[src/rtl/seg7_scan_ctrl_if.sv]
// Load/status bus between the counter/datapath logic and the 7-segment scan
// controller.
//   load : 1-cycle strobe, capture data into the pending buffer
//   data : packed BCD nibbles, digit k = data[4k+3:4k], digit 0 = rightmost
//   pend : pending buffer holds a value that has not been displayed yet
//   upd  : 1-cycle pulse, the displayed (active) buffer was just updated
// master = datapath side, slave = scan controller side.
interface seg7_scan_ctrl_if #(
    parameter int N_DIGIT = 4
);
    logic                   load;
    logic [4*N_DIGIT-1:0]   data;
    logic                   pend;
    logic                   upd;

    modport master (output load, output data, input pend, input upd);
    modport slave  (input load, input data, output pend, output upd);
endinterface

[src/rtl/seg7_scan_ctrl.sv]
// Time-multiplexed scan controller for an N-digit 7-segment display.
// A loaded value is held in a pending buffer and only copied to the displayed
// buffer at a frame boundary, so a frame never shows a mix of old and new
// digits. Each digit is lit for SHOW_CYC clocks followed by GAP_CYC dark clocks.
// Ports:
//   i_clk        system clock, rising edge
//   i_rst_n      asynchronous active-low reset
//   i_en         scan enable, low = display dark
//   i_lz_blank   leading-zero suppression enable
//   bus          load/data in, pend/upd out (seg7_scan_ctrl_if.slave)
//   o_digit_sel  one-hot digit select, active-high
//   o_seg        segment pattern {a,b,c,d,e,f,g}, 1 = lit
module seg7_scan_ctrl #(
    parameter int N_DIGIT  = 4,
    parameter int SHOW_CYC = 50000,
    parameter int GAP_CYC  = 500
) (
    input  logic                i_clk,
    input  logic                i_rst_n,
    input  logic                i_en,
    input  logic                i_lz_blank,
    seg7_scan_ctrl_if.slave     bus,
    output logic [N_DIGIT-1:0]  o_digit_sel,
    output logic [6:0]          o_seg
);
    localparam int MAX_CYC = (SHOW_CYC > GAP_CYC) ? SHOW_CYC : GAP_CYC;
    localparam int CNT_W   = $clog2(MAX_CYC + 1);
    localparam int IDX_W   = $clog2(N_DIGIT);
    localparam int DW      = 4 * N_DIGIT;

    localparam logic [CNT_W-1:0] SHOW_LAST = CNT_W'(SHOW_CYC - 1);
    localparam logic [CNT_W-1:0] GAP_LAST  = CNT_W'(GAP_CYC - 1);
    localparam logic [IDX_W-1:0] IDX_LAST  = IDX_W'(N_DIGIT - 1);

    typedef enum logic [1:0] {S_OFF, S_SHOW, S_GAP} state_t;

    state_t               r_state;
    logic [IDX_W-1:0]     r_idx;
    logic [CNT_W-1:0]     r_cnt;
    logic [DW-1:0]        r_active;
    logic [DW-1:0]        r_pending;
    logic                 r_pend;
    logic                 r_upd;
    logic [N_DIGIT-1:0]   r_sel;
    logic [6:0]           r_seg;

    state_t               w_state_next;
    logic [IDX_W-1:0]     w_idx_next;
    logic [CNT_W-1:0]     w_cnt_next;
    logic                 w_boundary;
    logic                 w_xfer;
    logic [DW-1:0]        w_active_next;
    logic [DW-1:0]        w_pending_next;
    logic                 w_pend_next;
    logic [3:0]           w_nib [N_DIGIT];
    logic [N_DIGIT-1:0]   w_lead_zero;
    logic                 w_blank;
    logic [N_DIGIT-1:0]   w_sel_next;
    logic [6:0]           w_seg_next;

    function automatic logic [6:0] enc(input logic [3:0] nib);
        logic [6:0] seg;
        case (nib)
            4'd0:    seg = 7'h7E;
            4'd1:    seg = 7'h30;
            4'd2:    seg = 7'h6D;
            4'd3:    seg = 7'h79;
            4'd4:    seg = 7'h33;
            4'd5:    seg = 7'h5B;
            4'd6:    seg = 7'h5F;
            4'd7:    seg = 7'h70;
            4'd8:    seg = 7'h7F;
            4'd9:    seg = 7'h7B;
            default: seg = 7'h00;
        endcase
        return seg;
    endfunction

    // Next-state logic. w_boundary marks entry to S_SHOW on digit 0, the only
    // point where the displayed buffer may change.
    always_comb begin
        w_state_next = r_state;
        w_idx_next   = r_idx;
        w_cnt_next   = r_cnt;
        w_boundary   = 1'b0;
        if (!i_en) begin
            w_state_next = S_OFF;
            w_idx_next   = '0;
            w_cnt_next   = '0;
        end else begin
            case (r_state)
                S_OFF: begin
                    w_state_next = S_SHOW;
                    w_idx_next   = '0;
                    w_cnt_next   = '0;
                    w_boundary   = 1'b1;
                end
                S_SHOW: begin
                    if (r_cnt == SHOW_LAST) begin
                        w_state_next = S_GAP;
                        w_cnt_next   = '0;
                    end else begin
                        w_cnt_next = r_cnt + 1'b1;
                    end
                end
                S_GAP: begin
                    if (r_cnt == GAP_LAST) begin
                        w_state_next = S_SHOW;
                        w_cnt_next   = '0;
                        if (r_idx == IDX_LAST) begin
                            w_idx_next = '0;
                            w_boundary = 1'b1;
                        end else begin
                            w_idx_next = r_idx + 1'b1;
                        end
                    end else begin
                        w_cnt_next = r_cnt + 1'b1;
                    end
                end
                default: begin
                    w_state_next = S_OFF;
                    w_idx_next   = '0;
                    w_cnt_next   = '0;
                end
            endcase
        end
    end

    // The transfer uses the pending value from before this cycle's load, so a
    // load landing on the boundary is kept for the following frame.
    assign w_xfer         = w_boundary & r_pend;
    assign w_active_next  = w_xfer ? r_pending : r_active;
    assign w_pending_next = bus.load ? bus.data : r_pending;
    assign w_pend_next    = bus.load | (r_pend & ~w_xfer);

    // Digit k (k>0) is a leading zero when it and every digit above it are 0.
    genvar gi;
    generate
        for (gi = 0; gi < N_DIGIT; gi++) begin : g_digit
            assign w_nib[gi] = w_active_next[4*gi +: 4];
            if (gi == 0) begin : g_lsd
                assign w_lead_zero[gi] = 1'b0;
            end else begin : g_upper
                assign w_lead_zero[gi] = (w_active_next[DW-1:4*gi] == '0);
            end
        end
    endgenerate

    // Outputs are computed from next state and registered, so the pins are
    // driven straight from flops; i_lz_blank is sampled every clock.
    assign w_blank    = i_lz_blank & w_lead_zero[w_idx_next];
    assign w_sel_next = (w_state_next == S_SHOW)
                      ? ({{(N_DIGIT-1){1'b0}}, 1'b1} << w_idx_next) : '0;
    assign w_seg_next = (w_state_next == S_SHOW && !w_blank)
                      ? enc(w_nib[w_idx_next]) : 7'h00;

    always_ff @(posedge i_clk or negedge i_rst_n) begin
        if (!i_rst_n) begin
            r_state   <= S_OFF;
            r_idx     <= '0;
            r_cnt     <= '0;
            r_active  <= '0;
            r_pending <= '0;
            r_pend    <= 1'b0;
            r_upd     <= 1'b0;
            r_sel     <= '0;
            r_seg     <= '0;
        end else begin
            r_state   <= w_state_next;
            r_idx     <= w_idx_next;
            r_cnt     <= w_cnt_next;
            r_active  <= w_active_next;
            r_pending <= w_pending_next;
            r_pend    <= w_pend_next;
            r_upd     <= w_xfer;
            r_sel     <= w_sel_next;
            r_seg     <= w_seg_next;
        end
    end

    assign bus.pend    = r_pend;
    assign bus.upd     = r_upd;
    assign o_digit_sel = r_sel;
    assign o_seg       = r_seg;
endmodule

[src/flat_wrapper.sv]
// flat-port wrapper written by rule: the top's interface ports become plain ports
module seg7_scan_ctrl_flat 
#(
    parameter int N_DIGIT  = 4,
    parameter int SHOW_CYC = 50000,
    parameter int GAP_CYC  = 500
)
  (i_clk, i_rst_n, i_en, i_lz_blank, o_digit_sel, o_seg, bus_load, bus_data, bus_pend, bus_upd);
  seg7_scan_ctrl_if #(.N_DIGIT(N_DIGIT)) bus_i ();
  input  logic i_clk;
  input  logic i_rst_n;
  input  logic i_en;
  input  logic i_lz_blank;
  output logic [N_DIGIT-1:0] o_digit_sel;
  output logic [6:0] o_seg;
  input wire logic [$bits(bus_i.load)-1:0] bus_load;
  input wire logic [$bits(bus_i.data)-1:0] bus_data;
  output wire logic [$bits(bus_i.pend)-1:0] bus_pend;
  output wire logic [$bits(bus_i.upd)-1:0] bus_upd;
  assign bus_i.load = bus_load;
  assign bus_i.data = bus_data;
  assign bus_pend = bus_i.pend;
  assign bus_upd = bus_i.upd;
  seg7_scan_ctrl #(.N_DIGIT(N_DIGIT), .SHOW_CYC(SHOW_CYC), .GAP_CYC(GAP_CYC)) u_core (.i_clk(i_clk), .i_rst_n(i_rst_n), .i_en(i_en), .i_lz_blank(i_lz_blank), .bus(bus_i), .o_digit_sel(o_digit_sel), .o_seg(o_seg));
endmodule
[config.mk]
export PLATFORM = sky130hd
export DESIGN_NAME = seg7_scan_ctrl_flat
export DESIGN_NICKNAME = d
export VERILOG_FILES = /design/src/rtl/seg7_scan_ctrl_if.sv /design/src/rtl/seg7_scan_ctrl.sv /design/src/flat_wrapper.sv
export SDC_FILE = /design/constraint.sdc
export NUM_CORES = 1
export LEC_CHECK = 0
export CORE_ASPECT_RATIO = 0.7
export CORE_MARGIN = 3
export CORE_UTILIZATION = 39
export CTS_BUF_LIST = sky130_fd_sc_hd__clkbuf_16
export DETAILED_ROUTE_END_ITERATION = 8
export PLACE_DENSITY = 0.67
export SLEW_MARGIN = 20
export SYNTH_ARGS = -nofsm -noshare
export SYNTH_HDL_FRONTEND = slang
export SYNTH_SLANG_ARGS = --single-unit
export TNS_END_PERCENT = 20
[constraint.sdc]
create_clock -name i_clk -period 7.1 [get_ports i_clk]
set_input_delay 1.065 -clock i_clk [delete_from_list [all_inputs] [get_ports i_clk]]
set_output_delay 1.065 -clock i_clk [all_outputs]
set_load 0.03 [all_outputs]
==> qor.yml <==
crit_chain: "ha_1 > or4b_1 > or4_4 > o21ai_4 > mux2_2 > a2bb2o_1 > a211o_1 > ha_1 > mux2_4 > a211oi_1"
grt_pass1_vias: 2432
routed_via_density: 5.15
dp_slack_ns: 2.63
layout_commonest_cell: "dfrtp_1"
post-cts-setup-buffers: 0
ys_seq_area_frac: 0.472
antenna_cells: 0
ys_top_cells_by_area: "dfrtp_1 (47%), mux2_2 (7.5%), ha_1 (4.0%)"
initialDrtViolationCount: 154
ys_seq_elements: 65
place_congestion: 0.826
critical_path.most_common_cell: "ha_1"
synthCells: 320
synth_area_leader_cell: "dfrtp_1"
netlist_area_um2: 3440
p_per_area_nw_per_um2: 256
cts_root_buffer: "clkbuf_16"
period_minus_slack_ns: 4.28
postCtsHoldBufs: 0
cts_max_level: 3
power.leakage_nw: 1.71
grt.overflow.total: 0
synth_top_cell_area_share: 0.472
grt_usage: 0.156
slowest_stage: "or4_4"
drtAntennaViolNets: 0
worst_slew_pin_slew_ns: 0.826
cts_buffers: 9
end_kind: "flop"
grt_pass1_wl_mm: 12.5
crit_fanout: 21
layout_common_cells: "dfrtp_1 (65), nor2_1 (36), clkdlybuf4s50_1 (32)"
insertion_delay_ns: 0.32
routedWlPerCell_um: 15.2
drive_above_1_share: 0.158
first_pass_iters: 4
status: "finished, final reports clean"
cts_tree: "yes"
ys_warn_count: 0
setup_viol: 0
fin_ws_ns: 2.82
cap_violations: 0
synthArstFlopShare: 1.00
synth_ff_type: "dfrtp_1"
std_cell_rows: 28
vias: 2475
slowest_delay_ns: 0.62
clock.fmax_mhz: 234
start_kind: "flop"
antenna_found_initial: 0
hold_class: "flop to flop"
cts-resized-gates: 0
die_w_um: 118
drc: 0
fin_tns_setup_ns: 0
syn_nets: 352
cp.arrival_ns: 4.50
cts.sinks: 65
rsz0062_at_grt: "no"
worstPathRequired_ns: 7.32
ir_drop_mv: 0.108
portBuffers: 33
worst-setup-path-type: "flop to flop"
cts_buffer_depth: 2
hpwl_mm: 5.17
maxSlewViolCount: 0
skew_ns: 0.00679
relSlewSlack: 0.447
synth_cell_type_count: 61
critical_path_buf_inv_count: 0
wl_mm: 7.29
io_pins: 34
synth-edff-count: 0
area_growth_pct: 19.5
initial_core_util: 0.404
grt_max_degree: 66
synth.avg_cell_area_um2: 10.8
clk_pin_slew_ns: 0.05
final_hold_viol_count: 0
core_area_um2: 8510
timing.final.crit_share: 0.602
final_net_count: 388
die_h_um: 84.6
fp.dieArea_um2: 10000
path_delay_family: "compound AO/OA/AOI/OAI gates"
synth_stat cells, types with 2 or more instances:
cell and count:
a2111oi_0 2, a211oi_1 5, a211oi_2 2, a21o_1 2, a21oi_1 6, a31oi_1 3
and2_1 2, and3_1 4, clkbuf_1 6, dfrtp_1 65, ha_1 11, inv_1 20
mux2_2 23, mux2_4 2, mux2i_1 11, nand2_1 25, nand2b_1 4, nand3_1 9
nand4_1 4, nor2_1 36, nor2b_1 3, nor3_1 4, nor4_1 6, o211ai_1 3
o21a_1 2, o21ai_0 7, o21ai_1 2, o21ai_2 2, o22ai_1 3, or4_4 2
xnor2_1 8, xor2_1 7
state kept, by name, summed over array words and instances (netlist names):
name / count
u_core.r_active: 16
u_core.o_seg: 7
u_core.bus.pend: 1
u_core.bus.upd: 1
u_core.r_state: 2
u_core.r_idx: 2
u_core.o_digit_sel: 4
u_core.r_cnt: 16
u_core.r_pending: 16
stage by stage:
| step | cells | hold WS [ns] | power [W] | utilization | instance area [µm²] |
|---|---|---|---|---|---|
| final | 481 | 0.483 | 0.00105 | 0.483 | 4120 |
| after global placement | 465 | 0.472 | 0.000675 | 0.453 | 3860 |
| after floorplan | 320 | 0.439 | 0.000609 | - | 3440 |
| after CTS | 481 | 0.489 | 0.00107 | 0.483 | 4110 |
| after global routing | 481 | 0.505 | 0.00111 | 0.483 | 4120 |
| after detailed placement | 465 | 0.480 | 0.000683 | 0.453 | 3860 |
kinds of logic (layout without fill, tap and decap cells):
family,Yosys count,count (layout),share of synthesized area
compound gates,50,50,0.116
xor+xnor,15,15,0.0382
fa+ha+maj,11,11,0.0400
buf+inv,29,70,0.0418
flops,65,65,0.472
mux,36,36,0.116
simple gates,114,114,0.176
routing by layer:
metal | share of wire | up-vias | GRT usage
met5 | 0 | - | 0
li1 | - | 1210 | -
met4 | 0.0099 | 0 | 0.0415
met1 | 0.52 | 1208 | 0.237
met3 | 0.054 | 5 | 0.0438
met2 | 0.41 | 52 | 0.218
worst paths after layout:
path,slack (ns),from,endpoint,depth (start not counted)
max,2.82,u_core.r_cnt[0],u_core.o_seg[6],10
min,0.48,u_core.r_cnt[0],u_core.r_cnt[0],1
max reg2reg,2.82,u_core.r_cnt[0],u_core.o_seg[6],10
min reg2reg,0.48,u_core.r_cnt[0],u_core.r_cnt[0],1
max in group asynchronous,5.64,i_rst_n,u_core.r_cnt[0],2
min in group asynchronous,0.93,i_rst_n,u_core.o_seg[1],2
where the power goes:
group / internal, W / total (W) / switching (W)
Clock: 0.000229 / 0.000376 / 0.000147
Sequential: 0.000419 / 0.000443 / 0.0000244
Combinational: 0.000103 / 0.000234 / 0.000131
area by class of cell:
cell class              instances  area (µm²)
clock buffers                   9         225
clock inverters                 7        31.3
fillers                       798        4400
inverters                      20        75.1
multi-input cells             226        1670
flip-flops and latches         65        1630
well taps                     120         150
repair buffers                 34         333
No activity file was read; power rests on OpenSTA's default activity.
